File: config.mk
export PLATFORM = sky130hd
export DESIGN_NAME = vend_ctrl
export DESIGN_NICKNAME = d
export VERILOG_FILES = /design/src/rtl/vend_pkg.sv /design/src/rtl/vend_timer.sv /design/src/rtl/vend_ctrl.sv
export SDC_FILE = /design/constraint.sdc
export NUM_CORES = 1
export LEC_CHECK = 0
export BUFFER_PORTS_ARGS = -buffer_cell sky130_fd_sc_hd__buf_2
export CAP_MARGIN = 20
export CORE_ASPECT_RATIO = 1.2
export CORE_MARGIN = 5
export CORE_UTILIZATION = 45
export CTS_CLUSTER_SIZE = 14
export DETAILED_ROUTE_END_ITERATION = 8
export GPL_ROUTABILITY_DRIVEN = 0
export PLACE_DENSITY = 0.66
export SLEW_MARGIN = 40
export SYNTH_ARGS = -nofsm -noshare
export SYNTH_HDL_FRONTEND = slang
export SYNTH_SLANG_ARGS = --single-unit
File: constraint.sdc
create_clock -name clk_N -period 4.3 [get_ports clk_N]
set_input_delay 0.86 -clock clk_N [delete_from_list [all_inputs] [get_ports clk_N]]
set_output_delay 0.86 -clock clk_N [all_outputs]
set_load 0.01 [all_outputs]
File: src/rtl/vend_pkg.sv
// Shared types and money tables for the vending transaction controller.
// All money values are in half-units.
package vend_pkg;

    typedef enum logic [2:0] {
        S_OFF,
        S_WELCOME,
        S_SELECT,
        S_PAY,
        S_DISPENSE,
        S_CHANGE,
        S_REFUND
    } state_t;

    localparam int TW = 6;
    localparam logic [2:0] MAX_QTY = 3'd5;
    localparam logic [2:0] MAX_ITEM = 3'd5;

    function automatic logic [5:0] coin_half(input logic [1:0] t);
        case (t)
            2'd0:    coin_half = 6'd1;
            2'd1:    coin_half = 6'd2;
            2'd2:    coin_half = 6'd10;
            default: coin_half = 6'd20;
        endcase
    endfunction

    function automatic logic [5:0] price_half(input logic [2:0] id);
        case (id)
            3'd0:    price_half = 6'd2;
            3'd1:    price_half = 6'd3;
            3'd2:    price_half = 6'd4;
            3'd3:    price_half = 6'd5;
            3'd4:    price_half = 6'd6;
            3'd5:    price_half = 6'd7;
            default: price_half = 6'd0;
        endcase
    endfunction

endpackage

File: src/rtl/vend_timer.sv
// Loadable down-counter with tick enable; zero flag when expired.
// Load wins over a coincident tick.
module vend_timer #(
    parameter int W = 6
) (
    input  logic         clk_N,
    input  logic         reset,
    input  logic         load,
    input  logic [W-1:0] load_val,
    input  logic         tick,
    output logic         zero
);

    logic [W-1:0] count;

    always_ff @(posedge clk_N) begin
        if (!reset) begin
            count <= '0;
        end else if (load) begin
            count <= load_val;
        end else if (tick && count != '0) begin
            count <= count - W'(1);
        end
    end

    assign zero = (count == '0);

endmodule

File: src/rtl/vend_ctrl.sv
// Vending front-panel transaction FSM: selection, coins, dispense,
// change and refund, feeding the seven-segment display driver.
module vend_ctrl
    import vend_pkg::*;
#(
    parameter int TIMEOUT_S = 30,
    parameter int DISP_CYC  = 8,
    parameter int CHANGE_S  = 3,
    parameter int MAX_HALF  = 39
) (
    input  logic       clk_N,
    input  logic       reset,
    input  logic       open,
    input  logic       tick_1hz,
    input  logic       start,
    input  logic       item_sel,
    input  logic [2:0] item_id,
    input  logic       qty_up,
    input  logic       coin_strobe,
    input  logic [1:0] coin_type,
    input  logic       confirm,
    input  logic       cancel,
    output logic       hold_ind,
    output logic       coin_in,
    output logic       op_start,
    output logic       cancel_flag,
    output logic [4:0] coin_val,
    output logic       coin_float,
    output logic [4:0] charge_val,
    output logic       charge_float,
    output logic [4:0] num1,
    output logic [4:0] num2,
    output logic       dispense,
    output logic       coin_reject
);

    localparam logic [TW-1:0] T_TIMEOUT = TW'(TIMEOUT_S);
    localparam logic [TW-1:0] T_DISP    = TW'(DISP_CYC - 1);
    localparam logic [TW-1:0] T_CHANGE  = TW'(CHANGE_S);
    localparam logic [5:0]    MAX_H     = 6'(MAX_HALF);

    state_t state;
    logic [5:0] amount;
    logic [5:0] change;
    logic [2:0] item;
    logic [2:0] qty;

    logic [5:0] sum;
    logic [5:0] total;
    logic active, live, expired;
    logic cancel_hit, buy, coin_ok;
    logic sel_ok, qty_ok, touch, to_refund;
    logic tmr_load, tmr_tick, tmr_zero;
    logic [TW-1:0] tmr_val;

    assign sum   = amount + coin_half(coin_type);
    assign total = price_half(item) * {3'b000, qty};

    assign active     = open && (state == S_SELECT || state == S_PAY);
    assign cancel_hit = active && cancel;
    assign live       = active && !cancel && !tmr_zero;
    assign expired    = active && !cancel && tmr_zero;
    assign to_refund  = cancel_hit || (expired && amount != '0);

    // cancel beats confirm, confirm beats a coin in the same cycle
    assign buy     = live && state == S_PAY && confirm && amount >= total;
    assign coin_ok = live && coin_strobe && !buy && sum <= MAX_H;
    assign sel_ok  = live && state == S_SELECT && item_sel
                     && item_id <= MAX_ITEM;
    assign qty_ok  = live && state == S_SELECT && qty_up;
    assign touch   = sel_ok || qty_ok || coin_ok || buy;

    always_comb begin
        tmr_load = 1'b0;
        tmr_val  = T_TIMEOUT;
        if (open) begin
            case (state)
                S_WELCOME: tmr_load = start;
                S_SELECT, S_PAY: begin
                    if (to_refund) begin
                        tmr_load = 1'b1;
                        tmr_val  = T_CHANGE;
                    end else if (buy) begin
                        tmr_load = 1'b1;
                        tmr_val  = T_DISP;
                    end else if (touch) begin
                        tmr_load = 1'b1;
                    end
                end
                S_DISPENSE: begin
                    tmr_load = tmr_zero;
                    tmr_val  = T_CHANGE;
                end
                S_CHANGE: tmr_load = tmr_zero;
                default: ;
            endcase
        end
    end

    // the dispense window counts clock cycles, everything else seconds
    assign tmr_tick = (state == S_DISPENSE) || tick_1hz;

    vend_timer #(.W(TW)) u_timer (
        .clk_N    (clk_N),
        .reset    (reset),
        .load     (tmr_load),
        .load_val (tmr_val),
        .tick     (tmr_tick),
        .zero     (tmr_zero)
    );

    always_ff @(posedge clk_N) begin
        if (!reset) begin
            state       <= S_OFF;
            amount      <= '0;
            change      <= '0;
            item        <= '0;
            qty         <= '0;
            hold_ind    <= 1'b0;
            coin_in     <= 1'b0;
            op_start    <= 1'b0;
            cancel_flag <= 1'b0;
            dispense    <= 1'b0;
            coin_reject <= 1'b0;
        end else begin
            coin_in     <= coin_ok;
            op_start    <= buy;
            coin_reject <= coin_strobe && !coin_ok;
            cancel_flag <= 1'b0;
            if (!open) begin
                state    <= S_OFF;
                amount   <= '0;
                change   <= '0;
                item     <= '0;
                qty      <= '0;
                hold_ind <= 1'b0;
                dispense <= 1'b0;
            end else begin
                case (state)
                    S_OFF: state <= S_WELCOME;
                    S_WELCOME: begin
                        if (start) begin
                            state    <= S_SELECT;
                            hold_ind <= 1'b1;
                            item     <= '0;
                            qty      <= 3'd1;
                            amount   <= '0;
                        end
                    end
                    S_SELECT, S_PAY: begin
                        if (to_refund) begin
                            state       <= S_REFUND;
                            change      <= amount;
                            amount      <= '0;
                            cancel_flag <= 1'b1;
                        end else if (expired) begin
                            state    <= S_WELCOME;
                            hold_ind <= 1'b0;
                        end else begin
                            if (buy) begin
                                state    <= S_DISPENSE;
                                dispense <= 1'b1;
                                change   <= amount - total;
                            end
                            if (coin_ok) begin
                                state  <= S_PAY;
                                amount <= sum;
                            end
                            if (sel_ok) begin
                                item <= item_id;
                                qty  <= 3'd1;
                            end else if (qty_ok && qty < MAX_QTY) begin
                                qty <= qty + 3'd1;
                            end
                        end
                    end
                    S_DISPENSE: begin
                        if (tmr_zero) begin
                            state    <= S_CHANGE;
                            dispense <= 1'b0;
                            amount   <= '0;
                        end
                    end
                    S_CHANGE: begin
                        if (tmr_zero) begin
                            state  <= S_SELECT;
                            change <= '0;
                            item   <= '0;
                            qty    <= 3'd1;
                        end
                    end
                    S_REFUND: begin
                        if (tmr_zero) begin
                            state    <= S_WELCOME;
                            change   <= '0;
                            hold_ind <= 1'b0;
                        end
                    end
                    default: state <= S_OFF;
                endcase
            end
        end
    end

    assign coin_val     = amount[5:1];
    assign coin_float   = amount[0];
    assign charge_val   = change[5:1];
    assign charge_float = change[0];
    assign num1         = {2'b00, item};
    assign num2         = {2'b00, qty};

endmodule
==> results_dict.tcl, run 1 <==
set metrics [dict create \
    multi_input_area_sq_um 1840 \
    final-setup-viol-count 0 \
    crit_type "reg2reg" \
    hold_violations 0 \
    fp.dieW_um 80.2 \
    synth_compound_area_share_pct 25.6 \
    p_total_mw 0.994 \
    min_period_ns 3.93 \
    synth_top_area_share_pct 24.8 \
    fp-row-count 30 \
    dr.pass1.iters 4 \
    routedWlPerCell_um 14.8 \
    syn_area_per_cell_sq_um 7.85 \
    start_util_pct 46.6 \
    clockBufferDepth 2 \
    dieArea_sq_um 7560 \
    cts_setup_buffers 0 \
    syn2layout_area_growth_pct 13.5 \
    grt_pass1_vias 2424 \
    final_area_sq_um 3020 \
    drt-initial-drc-count 211 \
    htreeDepth 2 \
    worst_slew_pin_slew_ns 0.564 \
    wl_met2_um 3230 \
    max_slew_margin_pct 62.4 \
    rsz0062_at_grt "false" \
    crit_fanout 7 \
    synth_edf_count 0 \
    seqCellArea_sq_um 661 \
    ys_seq_area_share_pct 24.8 \
    crit_chain "xor2_1 -> nand2_1 -> fa_1 -> inv_1 -> ha_1 -> inv_1 -> fa_1 -> xor2_1 -> ha_1 -> a211o_1 -> a31oi_2 -> or2_4 -> nand2_1 -> nor4_4 -> a32o_1" \
    worstPathRequired_ns 4.54 \
    fill_cells 566 \
    cts-root-buf "clkbuf_8" \
    diodes 0 \
    ir_drop_uv 143 \
    synth_cell_types 62 \
    power_density_nw_per_um2 329 \
    coreArea_sq_um 5710 \
    dp_hpwl_um 5110 \
    wl_met3_um 320 \
    viasPerCell 5.62 \
    cts-buffers-inserted 5 \
    async_flop_share_pct 0 \
    slowest_delay_ns 0.45 \
    skew_ns 0.00592 \
    synthXorXnorAreaFrac_pct 3.95 \
    start_kind "flip-flop" \
    wl_um 6720 \
    clkTransAtPathRegs_ns 0.07 \
    grt_antenna_before_repair 0 \
    grt_pass1_wl_um 11300 \
    synth_simple_gate_area_share_pct 23.7 \
    cts_tree "built" \
    syn_inst 339 \
    critPathBufInv 2 \
    synth_largest_area_cell "dfxtp_1" \
    r2r_slack_ns 0.37 \
    overflow 0 \
    drt-met1-wl_um 3030 \
    period_share_pct 91.3 \
    synth_area_leaders "dfxtp_1, ha_1, nand2_1" \
    cp_top_family "adder cells" \
    synth-main-ff-cell "dfxtp_1" \
    slew_violations 0 \
    crit_arrival_ns 4.17 \
    io_pins 43 \
    dieHeight_um 94.2 \
    clock_latency_ns 0.30 \
    synth_top_family_by_area "compound AO/OA/AOI/OAI gates" \
    whs_ns 0.451 \
    drtAntennaViolNets 0 \
    critPathCaptureType "flip-flop" \
    maxCapViolCount 0 \
    dpl_cell_area_sq_um 2890 \
    fin_setup_tns_ns 0 \
    syn_area_sq_um 2660 \
    synth_mux_area_share_pct 0.752 \
    drive_gt1_share_pct 16.9 \
    synth_seq_cells 33 \
    fmax_mhz 255 \
    grt_usage_pct 18.7 \
    cp_slowest_cell "dfxtp_1" \
    dp_cells 445 \
    synth-adder-area-share_pct 13.8 \
    p_leak_nw 1.35 \
    portBuffers 38 \
    cts_sinks 33 \
    highest_layer "met4" \
    nNetsFinal 414 \
    hold_class "reg2reg" \
    fin_cells 453 \
    grt_max_degree 21 \
    status "finished clean" \
    ys_warn_count 0 \
    via_count 2546 \
    drc 0 \
]
synth_stat cells, drive strengths merged, types with 2 or more instances:
library cell and instances:
dfxtp 33, a21o 6, o211ai 2, a21oi 22, or3 4, clkbuf 10
and2 9, nand3 10, nand4 4, a21boi 2, o22ai 3, and3 2
inv 23, buf 8, nor4 6, nor2b 4, nor3 15, a31oi 6
a22o 5, xnor2 7, a211o 5, a22oi 2, mux2i 2, ha 23
a211oi 4, fa 4, nand2 32, nand2b 3, o21ai 19, o31ai 3
nor2 30, o21a 5, a2111o 3, xor2 5
worst paths after layout:
check | start | end | cells past startpoint
setup / recovery | item[1]$_SDFFE_PN0P_ | amount[3]$_SDFFE_PN0P_ | 15
hold / removal | change[0]$_SDFFE_PN0P_ | change[0]$_SDFFE_PN0P_ | 2
hold reg to reg | change[0]$_SDFFE_PN0P_ | change[0]$_SDFFE_PN0P_ | 2
setup reg to reg | item[1]$_SDFFE_PN0P_ | amount[3]$_SDFFE_PN0P_ | 15
flip-flops by register name, indices dropped and copies added, names as in the netlist:
name	count
amount	6
cancel_flag	1
change	6
coin_in	1
coin_reject	1
dispense	1
hold_ind	1
item	3
op_start	1
qty	3
state	3
u_timer.count	6
power by group:
group	internal, mW	switching, mW	total, mW
Combinational	0.129	0.198	0.326
Sequential	0.335	0.0298	0.364
Clock	0.173	0.130	0.303
Total	0.637	0.357	0.994
worst reg2reg max path, delay by kind of cell (launching register included):
| kind | cells | cell delay [ns] |
|---|---|---|
| AOI/OAI and AO/OA | 3 | 0.78 |
| xor gates and xnor gates | 2 | 0.39 |
| adders and majority gates | 4 | 1.28 |
| buffers and inverters | 2 | 0.12 |
| DFF | 1 | 0.45 |
| and+or+nand+nor | 4 | 0.86 |
per-layer routing:
metal | vias to the layer above | GRT usage [%]
met3 | 12 | 4.22
li1 | 1286 | -
met2 | 63 | 29.8
met4 | 0 | 8.03
met5 | - | 0
met1 | 1185 | 24.1
layout by cell type (no fill, tap or decap), types with 8 or more instances in the layout:
cell type	count
buf_2	38
dfxtp_1	33
nand2_1	31
nor2_1	29
ha_1	23
inv_1	22
a21oi_1	21
nor3_1	15
o21ai_0	10
nand3_1	10
o21ai_1	8
layout make-up:
type | instances | area share, %
multi-input combinational | 267 | 61.0
clock buffer | 5 | 2.28
clock inverter | 3 | 1.53
timing repair buffer | 41 | 7.04
sequential | 33 | 21.9
tap | 80 | 3.31
inverter | 24 | 2.98
metrics by stage:
stage | utilization (%) | setup WS [ns]
after floorplan | - | 0.555
after global placement | 50.6 | 0.345
after detailed placement | 50.6 | 0.245
after CTS | 52.7 | 0.228
after global routing | 53.0 | 0.0841
final | 53.0 | 0.373
kinds of logic (layout without fill, tap and decap cells):
logic type,count (synthesis),count (layout)
xor+xnor,12,12
compound gates,97,97
buf+inv,42,73
fa+ha+maj,27,27
flops,33,33
other cells,1,4
simple gates,125,125
mux,2,2
repair_timing:
| action | 4_1_cts | 5_1_grt |
|---|---|---|
| setup endpoints to repair | 0 | 6 |
| hold buffers | 0 | 0 |
| gates resized for setup | 0 | 3 |
(Power assumes the default switching activity.)
==> run 2, diff against run 1 <==
--- a/config.mk
+++ b/config.mk
@@ -7,9 +7,10 @@
 export LEC_CHECK = 0
 export BUFFER_PORTS_ARGS = -buffer_cell sky130_fd_sc_hd__buf_2
 export CAP_MARGIN = 20
-export CORE_ASPECT_RATIO = 1.2
+export CORE_ASPECT_RATIO = 1.75
 export CORE_MARGIN = 5
 export CORE_UTILIZATION = 45
+export CTS_BUF_LIST = sky130_fd_sc_hd__clkbuf_4 sky130_fd_sc_hd__clkbuf_8
 export CTS_CLUSTER_SIZE = 14
 export DETAILED_ROUTE_END_ITERATION = 8
 export GPL_ROUTABILITY_DRIVEN = 0
==> results_dict.tcl, run 2 (synthesis results as in run 1) <==
set metrics [dict create \
    start_util_pct 45.6 \
    drtAntennaViolNets 0 \
    clockBufferDepth 2 \
    grt_antenna_before_repair 0 \
    final-setup-viol-count 0 \
    io_pins 43 \
    diodes 0 \
    critical_path_depth 15 \
    reg_top3 "amount: 6 flops, change: 6 flops, u_timer.count: 6 flops" \
    cp_top_family "compound AO/OA/AOI/OAI gates" \
    clkPwrFrac_pct 29.3 \
    drt-initial-drc-count 165 \
    dpl_worst_slack_ns 0.193 \
    switching_share_pct 35.2 \
    p_total_mw 0.975 \
    slowest_delay_ns 0.47 \
    dr.pass1.iters 4 \
    grt_pass1_wl_um 11800 \
    internal_power_mw 0.632 \
    dp_cells 441 \
    fin_cells 448 \
    routedWlPerCell_um 15.9 \
    min_period_ns 3.93 \
    seqCellArea_sq_um 661 \
    dieArea_sq_um 7610 \
    endpoint "state[1]$_SDFFE_PN0P_" \
    critPathBufInv 2 \
    viasPerCell 5.77 \
    hold_class "reg2reg" \
    worstSetupStartpoint "item[1]$_SDFFE_PN0P_" \
    whs_ns 0.453 \
    combPwrFrac_pct 33.4 \
    p_leak_nw 1.34 \
    clock_latency_ns 0.28 \
    crit_type "reg2reg" \
    final_area_sq_um 2990 \
    portBuffers 38 \
    multi_input_area_sq_um 1840 \
    grt-busiest-layer "met2" \
    r2r_slack_ns 0.37 \
    cts_setup_buffers 0 \
    overflow 0 \
    period_share_pct 91.4 \
    fmax_mhz 254 \
    critPathCaptureType "flip-flop" \
    power_density_nw_per_um2 326 \
    crit_chain "a21boi_0 -> nand2_1 -> fa_1 -> inv_1 -> ha_1 -> inv_1 -> fa_1 -> xor2_1 -> ha_1 -> a211o_1 -> a31oi_2 -> o21ai_1 -> or3_1 -> a41o_1 -> a21oi_1" \
    fp.dieW_um 68.1 \
    r2r_end "state[1]$_SDFFE_PN0P_" \
    pwr-share-seq_pct 37.4 \
    grt_usage_pct 20.0 \
    nNetsFinal 412 \
    worstPathRequired_ns 4.50 \
    mostFrequentLayoutCells "buf_2, dfxtp_1, nand2_1, nor2_1, ha_1" \
    fin_setup_tns_ns 0 \
    final_common_cell "buf_2" \
    grtUsageMet3_pct 3.43 \
    max_slew_margin_pct 43.6 \
    fill_cells 623 \
    crit_arrival_ns 4.13 \
    grt_pass1_vias 2598 \
    status "finished clean" \
    fp-row-count 37 \
    crit_fanout 7 \
    dpl_cell_area_sq_um 2870 \
    maxCapViolCount 0 \
    htreeDepth 2 \
    gr-usage-met1_pct 21.1 \
    clkTransAtPathRegs_ns 0.07 \
    start_kind "flip-flop" \
    dieHeight_um 112 \
    hold_violations 0 \
    dp_hpwl_um 5650 \
    grt.met2_usage_pct 36.2 \
    via_count 2584 \
    cts_tree "built" \
    drc 0 \
    wl_um 7130 \
    ir_drop_uv 147 \
    coreArea_sq_um 5830 \
    fin_ws_ns 0.370 \
    drive_gt1_share_pct 15.7 \
    cp_slowest_cell "fa_1" \
    slew_violations 0 \
    cts-buffers-inserted 5 \
    r2r_cells 15 \
    grt_max_degree 21 \
    worst_slew_pin_slew_ns 0.844 \
    power_switching_mw 0.343 \
    cts-root-buf "clkbuf_8" \
    cts_sinks 33 \
    final_core_util_pct 51.2 \
    rsz0062_at_grt "false" \
    syn2layout_area_growth_pct 12.2 \
    skew_ns 0.00679 \
    worst_r2r_startpoint "item[1]$_SDFFE_PN0P_" \
]
-- run 2: power by group through the flow --
stage | Clock (mW) | Sequential, mW | Combinational (mW)
floorplan | 0 | 0.363 | 0.287
global placement | 0 | 0.371 | 0.323
detailed placement | 0 | 0.371 | 0.320
CTS | 0.289 | 0.364 | 0.322
global route | 0.301 | 0.367 | 0.367
finish | 0.285 | 0.364 | 0.326
-- run 2: worst reg2reg max path, delay by kind of cell, from the launching register on --
kind	cells	cell delay, ns
compound gates	6	1.34
flops	1	0.37
xor+xnor	1	0.16
fa+ha+maj	4	1.34
buf+inv	2	0.11
simple gates	2	0.53
-- run 2: layout make-up --
cell class              count  share of cell area (%)
multi-input cells         267                    61.5
well taps                  78                    3.27
flip-flops and latches     33                    22.1
clock inverters             2                    1.17
clock buffers               5                    2.30
inverters                  24                    3.02
repair buffers             39                    6.62
-- run 2: worst min-delay path by stage --
stage | from | endpoint | slack (ns) | depth (start not counted)
finish | change[3]$_SDFFE_PN0P_ | change[3]$_SDFFE_PN0P_ | 0.45 | 2
global route | change[1]$_SDFFE_PN0P_ | change[1]$_SDFFE_PN0P_ | 0.48 | 2
CTS | change[1]$_SDFFE_PN0P_ | change[1]$_SDFFE_PN0P_ | 0.46 | 2
detailed placement | change[1]$_SDFFE_PN0P_ | change[1]$_SDFFE_PN0P_ | 0.44 | 2
global placement | change[1]$_SDFFE_PN0P_ | change[1]$_SDFFE_PN0P_ | 0.44 | 2
floorplan | change[0]$_SDFFE_PN0P_ | change[0]$_SDFFE_PN0P_ | 0.48 | 2
-- run 2: routing by layer --
layer / vias to the layer above / part of all wire, %
met5: - / 0
met3: 18 / 3.6
li1: 1277 / -
met4: 0 / 3.5
met2: 67 / 56
met1: 1222 / 37
-- run 2: repair_timing --
| action | 4_1_cts | 5_1_grt |
|---|---|---|
| gates resized for setup | 0 | 2 |
| endpoints found under the hold margin | 0 | 0 |
| hold buffers | 0 | 0 |
| setup endpoints to repair | 0 | 8 |
==> run 3, diff against run 2 <==
--- a/config.mk
+++ b/config.mk
@@ -7,7 +7,7 @@
 export LEC_CHECK = 0
 export BUFFER_PORTS_ARGS = -buffer_cell sky130_fd_sc_hd__buf_2
 export CAP_MARGIN = 20
-export CORE_ASPECT_RATIO = 1.75
+export CORE_ASPECT_RATIO = 1.1
 export CORE_MARGIN = 5
 export CORE_UTILIZATION = 45
 export CTS_BUF_LIST = sky130_fd_sc_hd__clkbuf_4 sky130_fd_sc_hd__clkbuf_8
==> results_dict.tcl, run 3 (synthesis results as in run 1) <==
set metrics [dict create \
    worst_r2r_startpoint "item[0]$_SDFFE_PN0P_" \
    max_slew_margin_pct 59.5 \
    cts-root-buf "clkbuf_8" \
    cts-hold-fix-buffers 0 \
    fp.dieW_um 83.3 \
    p_total_mw 0.924 \
    cp_slowest_cell "fa_1" \
    dp_hpwl_um 5280 \
    grt_antenna_before_repair 0 \
    fp-row-count 29 \
    reg_top3 "amount: 6 flops, change: 6 flops, u_timer.count: 6 flops" \
    hold_violations 0 \
    start_kind "flip-flop" \
    crit_chain "a21boi_1 -> nand2_1 -> fa_1 -> inv_1 -> ha_1 -> inv_1 -> fa_1 -> xor2_1 -> ha_1 -> a211o_1 -> a31oi_2 -> or2_4 -> nand2_1 -> nor4_4 -> a32o_1" \
    clkTransAtPathRegs_ns 0.07 \
    p_leak_nw 1.33 \
    via_count 2534 \
    status "finished clean" \
    final-setup-viol-count 0 \
    period_share_pct 92.0 \
    whs_ns 0.454 \
    io_pins 43 \
    ir_drop_uv 236 \
    worst_slew_pin_slew_ns 0.608 \
    cts_tree "built" \
    power_density_nw_per_um2 311 \
    diodes 0 \
    overflow 0 \
    r2r_cells 15 \
    cts-buffers-inserted 5 \
    seqCellArea_sq_um 662 \
    grt_pass1_vias 2488 \
    crit_arrival_ns 4.19 \
    hold_class "reg2reg" \
    min_period_ns 3.96 \
    endpoint "amount[3]$_SDFFE_PN0P_" \
    worstSetupStartpoint "item[0]$_SDFFE_PN0P_" \
    portBuffers 38 \
    skew_ns 0.00441 \
    clockBufferDepth 2 \
    routedWlPerCell_um 15.3 \
    dr.pass1.iters 4 \
    crit_fanout 6 \
    cts_setup_buffers 0 \
    critPathCaptureType "flip-flop" \
    ctsResizeCount 0 \
    final_common_cell "buf_2" \
    fill_cells 586 \
    slew_violations 0 \
    fmax_mhz 253 \
    multi_input_area_sq_um 1840 \
    grt_pass1_wl_um 11800 \
    slowest_delay_ns 0.49 \
    dieHeight_um 90.7 \
    drtAntennaViolNets 0 \
    grt_usage_pct 18.8 \
    viasPerCell 5.66 \
    drc 0 \
    wl_um 6860 \
    syn2layout_area_growth_pct 11.7 \
    drt-initial-drc-count 160 \
    htreeDepth 2 \
    start_util_pct 46.1 \
    rsz0062_at_grt "false" \
    clock_latency_ns 0.29 \
    maxCapViolCount 0 \
    r2r_slack_ns 0.34 \
    coreArea_sq_um 5770 \
    fin_setup_tns_ns 0 \
    dieArea_sq_um 7550 \
    cts_sinks 33 \
    grt_max_degree 21 \
    mostFrequentLayoutCells "buf_2, dfxtp_1, nand2_1, nor2_1, ha_1" \
    r2r_end "amount[3]$_SDFFE_PN0P_" \
    drive_gt1_share_pct 16.4 \
    worstPathRequired_ns 4.53 \
    crit_type "reg2reg" \
    nNetsFinal 412 \
]
run 3: metal layers:
layer  global-route usage, %  vias to the layer above  part of all wire [%]
met3                    3.38                        7                   4.3
met5                       0                        -                     0
met1                    25.0                     1196                    47
li1                        -                     1279                     -
met2                    30.8                       52                    48
met4                    5.86                        0                   1.1
run 3: how the worst min path moves through the flow:
| stage | start | endpoint | slack (ns) | depth (start not counted) |
|---|---|---|---|---|
| after global routing | change[1]$_SDFFE_PN0P_ | change[1]$_SDFFE_PN0P_ | 0.48 | 2 |
| after CTS | change[3]$_SDFFE_PN0P_ | change[3]$_SDFFE_PN0P_ | 0.46 | 2 |
| after detailed placement | change[1]$_SDFFE_PN0P_ | change[1]$_SDFFE_PN0P_ | 0.45 | 2 |
| after global placement | change[1]$_SDFFE_PN0P_ | change[1]$_SDFFE_PN0P_ | 0.44 | 2 |
| final | change[1]$_SDFFE_PN0P_ | change[1]$_SDFFE_PN0P_ | 0.45 | 2 |
| after floorplan | change[0]$_SDFFE_PN0P_ | change[0]$_SDFFE_PN0P_ | 0.48 | 2 |
run 3: area by class of cell:
type | instances | area share [%]
Multi-Input combinational cell | 267 | 61.9
Timing Repair Buffer | 39 | 6.65
Clock buffer | 5 | 2.32
Tap cell | 77 | 3.24
Sequential cell | 33 | 22.3
Inverter | 24 | 3.03
Clock inverter | 3 | 0.589
run 3: report_power, final:
part           switching, mW  total [mW]  internal (mW)
Combinational          0.199       0.326          0.127
Clock                  0.121       0.232          0.112
Sequential            0.0302       0.365          0.335
Total                  0.350       0.924          0.574
run 3: worst max-delay path: cells and delay by family (launching register included):
kind,cells,cell delay [ns]
buffers and inverters,2,0.12
DFF,1,0.35
adders and majority gates,4,1.35
and+or+nand+nor,4,0.92
xor gates and xnor gates,1,0.15
AOI/OAI and AO/OA,4,1.01
run 3: stage by stage:
step                      cells  setup WS, ns  util (%)  area [sq um]
after floorplan             342         0.555         -          2670
after global routing        448        0.0559      51.5          2970
final                       448         0.344      51.5          2970
after CTS                   448         0.183      51.2          2950
after global placement      440         0.338      49.7          2870
after detailed placement    440         0.198      49.7          2870
